===== src/rtl/addsub_pipe.sv =====
// addsub_pipe: pipelined WIDTH-bit adder/subtractor. The carry chain is cut into SEGS
// registered segments behind a valid/ready handshake, with carry/overflow/zero/neg flags.

module addsub_seg #(
  parameter int SW = 8
) (
  input  logic [SW-1:0] a,
  input  logic [SW-1:0] b,
  input  logic          ci,
  output logic [SW-1:0] s,
  output logic          co
);
  assign {co, s} = {1'b0, a} + {1'b0, b} + {{SW{1'b0}}, ci};
endmodule

module addsub_pipe #(
  parameter int WIDTH = 32,
  parameter int SEGS  = 4,
  parameter int TAG_W = 4
) (
  input  logic             clock,
  input  logic             reset,
  input  logic             in_valid,
  output logic             in_ready,
  input  logic [WIDTH-1:0] a,
  input  logic [WIDTH-1:0] b,
  input  logic [1:0]       op,
  input  logic             cin,
  input  logic [TAG_W-1:0] tag_in,
  output logic             out_valid,
  input  logic             out_ready,
  output logic [WIDTH-1:0] sum,
  output logic             cout,
  output logic             overflow,
  output logic             zero,
  output logic             neg,
  output logic [TAG_W-1:0] tag_out
);
  localparam int SW = WIDTH / SEGS;
  localparam int NM = (SEGS > 1) ? SEGS - 1 : 1;

  logic             adv;
  logic [WIDTH-1:0] bx;
  logic             c0;
  logic [SEGS:1]    vld_pipe;

  // Stage k holds operands, partial sum and the carry into segment k.
  logic [WIDTH-1:0] a_r   [1:NM];
  logic [WIDTH-1:0] b_r   [1:NM];
  logic [WIDTH-1:0] s_r   [1:NM];
  logic             c_r   [1:NM];
  logic [TAG_W-1:0] tag_r [1:NM];

  assign out_valid = vld_pipe[SEGS];
  assign adv       = !out_valid || out_ready;
  assign in_ready  = adv;
  assign bx        = op[0] ? ~b : b;
  assign c0        = op[1] ? cin : op[0];

  for (genvar k = 0; k < SEGS; k++) begin : g_seg
    logic             vi, ci, ck;
    logic [TAG_W-1:0] ti;
    logic [SW-1:0]    a_seg, b_seg, sk;
    logic [WIDTH-1:0] sn;

    if (k == 0) begin : g_src
      assign vi    = in_valid;
      assign ci    = c0;
      assign ti    = tag_in;
      assign a_seg = a[SW-1:0];
      assign b_seg = bx[SW-1:0];
      assign sn    = WIDTH'(sk);
    end else begin : g_src
      assign vi    = vld_pipe[k];
      assign ci    = c_r[k];
      assign ti    = tag_r[k];
      assign a_seg = a_r[k][k*SW +: SW];
      assign b_seg = b_r[k][k*SW +: SW];
      always_comb begin
        sn              = s_r[k];
        sn[k*SW +: SW]  = sk;
      end
    end

    addsub_seg #(.SW(SW)) u_seg (
      .a  (a_seg),
      .b  (b_seg),
      .ci (ci),
      .s  (sk),
      .co (ck)
    );

    if (k < SEGS - 1) begin : g_reg
      logic [WIDTH-1:0] af, bf;
      if (k == 0) begin : g_fw
        assign af = a;
        assign bf = bx;
      end else begin : g_fw
        assign af = a_r[k];
        assign bf = b_r[k];
      end

      always_ff @(posedge clock or posedge reset) begin
        if (reset) begin
          vld_pipe[k+1] <= 1'b0;
          a_r[k+1]      <= '0;
          b_r[k+1]      <= '0;
          s_r[k+1]      <= '0;
          c_r[k+1]      <= 1'b0;
          tag_r[k+1]    <= '0;
        end else if (adv) begin
          vld_pipe[k+1] <= vi;
          a_r[k+1]      <= af;
          b_r[k+1]      <= bf;
          s_r[k+1]      <= sn;
          c_r[k+1]      <= ck;
          tag_r[k+1]    <= ti;
        end
      end
    end else begin : g_out
      // Same-sign operands with a differently-signed result is exactly carry-in^carry-out at the MSB.
      always_ff @(posedge clock or posedge reset) begin
        if (reset) begin
          vld_pipe[SEGS] <= 1'b0;
          sum            <= '0;
          cout           <= 1'b0;
          overflow       <= 1'b0;
          zero           <= 1'b0;
          neg            <= 1'b0;
          tag_out        <= '0;
        end else if (adv) begin
          vld_pipe[SEGS] <= vi;
          sum            <= sn;
          cout           <= ck;
          overflow       <= (a_seg[SW-1] == b_seg[SW-1]) && (sk[SW-1] != a_seg[SW-1]);
          zero           <= ~|sn;
          neg            <= sn[WIDTH-1];
          tag_out        <= ti;
        end
      end
    end
  end
endmodule

===== config.mk =====
export PLATFORM = sky130hd
export DESIGN_NAME = addsub_pipe
export DESIGN_NICKNAME = d
export VERILOG_FILES = /design/src/rtl/addsub_pipe.sv
export SDC_FILE = /design/constraint.sdc
export NUM_CORES = 1
export LEC_CHECK = 0
export ABC_CLOCK_PERIOD_IN_PS = 15300
export CAP_MARGIN = 20
export CORE_MARGIN = 4
export CORE_UTILIZATION = 60
export CTS_BUF_LIST = sky130_fd_sc_hd__clkbuf_8
export DETAILED_ROUTE_END_ITERATION = 8
export GPL_TIMING_DRIVEN = 0
export PLACE_DENSITY_LB_ADDON = 0.15
export SLEW_MARGIN = 20
export SYNTH_ARGS = -nofsm -noshare
export SYNTH_HDL_FRONTEND = slang
export SYNTH_SLANG_ARGS = --single-unit

===== constraint.sdc =====
create_clock -name clock -period 15.3 [get_ports clock]
set_input_delay 1.53 -clock clock [delete_from_list [all_inputs] [get_ports clock]]
set_output_delay 1.53 -clock clock [all_outputs]
set_load 0.005 [all_outputs]

=== Word-level counts from Yosys, hierarchy flattened ===
Cells that the tools add are included.

* Bits in latches: 0
* Memories: 0
* ROM bits: 0
* Bits of input ports: 75
* Register bits after elaboration: 299
* Output and inout port bits: 42
* Memory bits (writable): 0

* Eq/ne operators: 2
* Bitwise logic cells: 1
* Divide/modulo/power cells: 0
* $mul: 0
* $add $sub $neg: 8
* Reduce and logical (&&, ||, !) cells: 5
* Muxes and demuxes: 2
* $lt $le $gt $ge: 0
* Shift-type cells: 0

{| class="wikitable"
|+ Operator list
! kind !! count
|-
| $add 8x8->9 || 4
|-
| $add 9x1->9 || 4
|-
| $mux 32 || 1
|-
| $not 32->32 || 1
|-
| $reduce_or 32->1 || 1
|-
| $logic_not 1->1 || 2
|-
| $eq 1x1->1 || 1
|-
| $logic_and 1x1->1 || 1
|-
| $logic_or 1x1->1 || 1
|-
| $mux 1 || 1
|-
| $ne 1x1->1 || 1
|}

=== Longest topological paths before layout ===
* Depth after elaboration: 4
* Mapped depth: 11

=== Hierarchy ===
A second synthesis with hierarchy kept.

* Cell total of the unflattened synthesis: 1042
* Area total of the unflattened synthesis: 9261.4 um^2

{| class="wikitable"
|+ By module, submodules not included
! module !! cells an instance !! times used !! area each (um^2)
|-
| addsub_pipe || 878 || 1 || 7953.9
|-
| addsub_seg at g_seg[0].u_seg ... || 42 || 3 || 331.6
|-
| addsub_seg at g_seg[3].u_seg || 38 || 1 || 312.8
|}

=== Worst setup path before layout ===
OpenSTA, ideal clock, no wires.

* Path kind: in2reg
* Start: input port op[0]
* End: register c_r, in the netlist g_seg[1].ci
* Required time: 15162 ps
* Cell stages on the path: 11
* Library setup time: 138 ps
* Arrival time: 3806 ps
* Path buffers: 2
* Setup slack: 11356 ps
* Path through: clkbuf_1 -> buf_2 -> mux2_2 -> fa_1 -> fa_1 -> a21o_1 -> a21oi_1 -> o21ai_0 -> and3b_1 -> o21ai_1 -> a31oi_1

* Word-level cells in the longest chain between the ends: 3
* Elaborated cells on any way between the ends: 4
* Those cells by class: add/sub: 2; mux: 2

{| class="wikitable"
|+ RTL lines
! item !! line !! source
|-
| start: declaration || 27 || <nowiki>input logic [1:0] op,</nowiki>
|-
| $mux 32 || 57 || <nowiki>assign bx = op[0] ? ~b : b;</nowiki>
|-
| $add 8x8->9 || 13 || <nowiki>assign {co, s} = {1'b0, a} + {1'b0, b} + {{SW{1'b0}}, ci};</nowiki>
|-
| $add 9x1->9 (*) || 13 ||
|-
| end signal: indexed assignment || 116 || <nowiki>c_r[k+1] <= ck;</nowiki>
|-
| end: declaration || 51 || <nowiki>logic c_r [1:NM];</nowiki>
|}

Every way passes the cells marked *; elsewhere a longest branch is shown, timed or not.
A chain may end at the register's enable or synchronous reset.

=== Worst setup path in the final report ===
* Start: input port out_ready
* End: output port in_ready

* Word-level cells in the longest chain between the ends: 1

{| class="wikitable"
|+ RTL lines
! item !! line !! source
|-
| start: declaration || 31 || <nowiki>input logic out_ready,</nowiki>
|-
| $logic_or 1x1->1 || 55 || <nowiki>assign adv = !out_valid || out_ready;</nowiki>
|-
| end: declaration || 24 || <nowiki>output logic in_ready,</nowiki>
|}

Every way passes these cells.

==> summary.txt <==
Run status
  – Outcome: finished, final reports clean

Power
  – Pwr/cell area: 203 nW/um^2
  – Max IR drop VDD: between 0.1 and 0.15 mV
  – Leak: 5.52 nW

Placed design
  – IO buf count: around 120
  – Cell count after placement: 1301
  – Post-Place Cell Area: between 10000 and 15000 sq um
  – HPWL Detailed: ~15000 um
  – RD Place Congestion: roughly 0.85

Critical path
  – Critical path launch point: out_ready
  – CP endpoint kind: output port
  – Critical path class: in2out
  – WP data arrival: 3.50 ns
  – Critical path, cell by cell: clkdlybuf4s50_1, nor2b_1, buf_4, inv_2, buf_2, buf_2, clkdlybuf4s50_1
  – WP buf/inv: 6
  – Worst path slowest cell: clkdlybuf4s50_1
  – Worst R2R Start: a_r[24]
  – WP data required: around 14 ns
  – CP max stage delay: 0.57 ns
  – Crit path max-delay family: buffers and inverters
  – Crit path max fanout: 10
  – Setup crit start kind: input pin

Clock tree
  – CTS tree: done
  – CTS-repair resized insts: 0
  – Clock transition at the registers of the reported paths: 0.05 ns
  – H-Tree Depth: 2
  – Root Driver: clkbuf_8
  – Total setup buffers inserted after CTS: 0
  – Clk buf depth: 3
  – Num CTS Buffers: 34
  – Worst-skew pair later-pin latency: 0.52 ns
  – CTS sink count: 202
  – Cts hold-fix bufs: 0

Detailed routing
  – Via count: 7239
  – WL met3: about 1300 um
  – Met2 wire length: 9890 um
  – DR pass1 iterations: 6
  – DRC viols: 0
  – DRT Wirelength: 20800 um
  – DRT iter0 DRCs: between 400 and 500
  – Vias/cell: 5.35
  – DRT antenna net count: 0
  – Top sig layer: met4
  – Met1 Wirelength: 9130 um
  – Drt wl/cell: 15.4 um

Synthesis
  – Mean Syn Cell Area: 9.03 sq um
  – Yosys top cell area share: 55.9%
  – Post-synth ARST share: 100%
  – Count leader, synth: nand2_1
  – Yosys reg bits: slightly above 200
  – Post-synthesis sequential area ratio: 55.9%
  – Synth top cells by count: nand2_1 (474), dfrtp_1 (202), o21ai_0 (39), xnor2_1 (39), ha_1 (28)
  – Yosys Warn Count: 0
  – Cell taking the most area after synthesis: dfrtp_1
  – Net count after synthesis: 1112
  – Synth Instances: 1001
  – Netlist Area Pre-Place: 9040 sq um
  – EDFF count, synth: 0
  – Largest cells by area after synthesis: dfrtp_1 (56%), nand2_1 (20%), ha_1 (3.9%)
  – Ys flop type: dfrtp_1
  – Number of library cell types mapped by synthesis: 42

Global route
  – First-pass GRT wire length: approximately 34000 um
  – Number of global-route vias before repair: 7060
  – GRT overflow: 0
  – Total GRT Usage: 25.5%
  – Maximum number of pins on one net before global-route repair: roughly 110
  – Antenna violations before repair: 0

STA
  – WHS: 0.462 ns
  – Final setup viols: 0
  – Tmin final: 5.03 ns
  – Fmax: 199 MHz
  – Final Hold Violating Endpoints: 0
  – Worst rel slew slack: a little over half
  – TNS Setup: 0 ns
  – RSZ-0062 raised after global routing: no
  – Final period utilization: 32.9%
  – Slew @ Worst Pin: 0.718 ns
  – Max-slew violation count: 0
  – Clk_skew: ~0.013 ns

Final layout
  – Finished Layout Cells: 1353
  – Final net count: around 1300
  – Layout cells sized above 1: 6.33%
  – # diodes: 0
  – Design Area, Final: between 10000 and 15000 sq um
  – Area Growth Syn to Fin: 22.2%

Die
  – Core area: 14600 sq um
  – Die area: 17100 sq um
  – Initial Utilization: roughly 62%
  – Die X: roughly 130 um
  – I/O pins: between 100 and 150
  – Rows: 44
  – Die H: between 100 and 150 um

Hold path
  – Min-delay src: sum[11]
  – Worst hold path type: reg2reg

Job
  – MaxCap Viol Count: 0
-- flip-flops by register name (all words and copies together), names as in the netlist --
name            count
g_seg.ti           12
tag_out             4
sum                32
g_seg.vi            3
overflow            1
g_seg.g_reg.bf     40
out_valid           1
a_r                 8
g_seg.ci            3
cout                1
g_seg.g_reg.af     40
zero                1
b_r                 8
g_seg.sn           48
-- tightest hold or removal path, stage by stage (launching register included) --
cell     delay [ns]
dfrtp_1        0.34
nand2_1        0.05
nand2_1        0.04
-- area by class of cell --
class | instances | area (sq um)
inverter | 27 | 109
sequential | 202 | 5050
tap | 184 | 230
clock inverter | 16 | 92.6
fill | 1125 | 3600
timing repair buffer | 116 | 1180
clock buffer | 36 | 495
multi-input combinational | 723 | 3670
buffer | 49 | 219
-- final timing paths --
kind | endpoint | slack (ns) | cells past startpoint
max reg2reg | zero | 13.02 | 9
max | in_ready | 10.27 | 7
max in group asynchronous | g_seg[1].g_reg.af[11] | 12.82 | 3
min | sum[11] | 0.46 | 2
min in group asynchronous | g_seg[2].ti[0] | 1.54 | 2
min reg2reg | sum[11] | 0.46 | 2
-- kinds of logic (layout without fill, tap and decap cells) --
| group | Yosys count | count (layout) | share of synthesized area, % |
|---|---|---|---|
| compound gates | 103 | 103 | 7.01 |
| xor+xnor | 50 | 50 | 4.84 |
| fa+ha+maj | 36 | 36 | 5.64 |
| buf+inv | 76 | 244 | 3.54 |
| flops | 202 | 202 | 55.9 |
| mux | 2 | 2 | 0.249 |
| simple gates | 532 | 532 | 22.8 |
-- layout by cell type (no fill, tap or decap), drive strengths merged, types with 3 or more instances in the layout --
master,instances
ha,28
nand4,3
clkdlybuf4s50,115
inv,39
buf,27
fa,8
nor2b,3
o31ai,9
a21o,5
clkbuf,59
o21a,6
nand3,3
xnor2,39
nor4,5
xor2,11
o21ai,42
a21oi,23
nand2,474
nor3,10
o21bai,6
dfrtp,202
nor2,27
-- report_power, final --
group / total, mW / switching (mW) / internal [mW]
Clock: 0.432 / 0.201 / 0.231
Combinational: 0.886 / 0.489 / 0.397
Sequential: 0.921 / 0.149 / 0.772
Total: 2.24 / 0.839 / 1.40
-- routing by layer --
metal / vias to the layer above / GRT usage (%)
li1: 3482 / -
met1: 3499 / 35.1
met2: 214 / 41.9
met3: 44 / 4.55
met4: 0 / 8.17
met5: - / 0
-- metrics by stage --
stage                     power [mW]  utilization (%)  setup slack (ns)
after global placement          1.76             71.2              5.88
after detailed placement        1.80             71.4             10.28
final                           2.24             75.4             10.27
after CTS                       2.24             75.4             10.27
after global routing            2.41             75.4             10.19
after floorplan                 1.46                -              8.26
No activity file was read; power rests on OpenSTA's default activity.
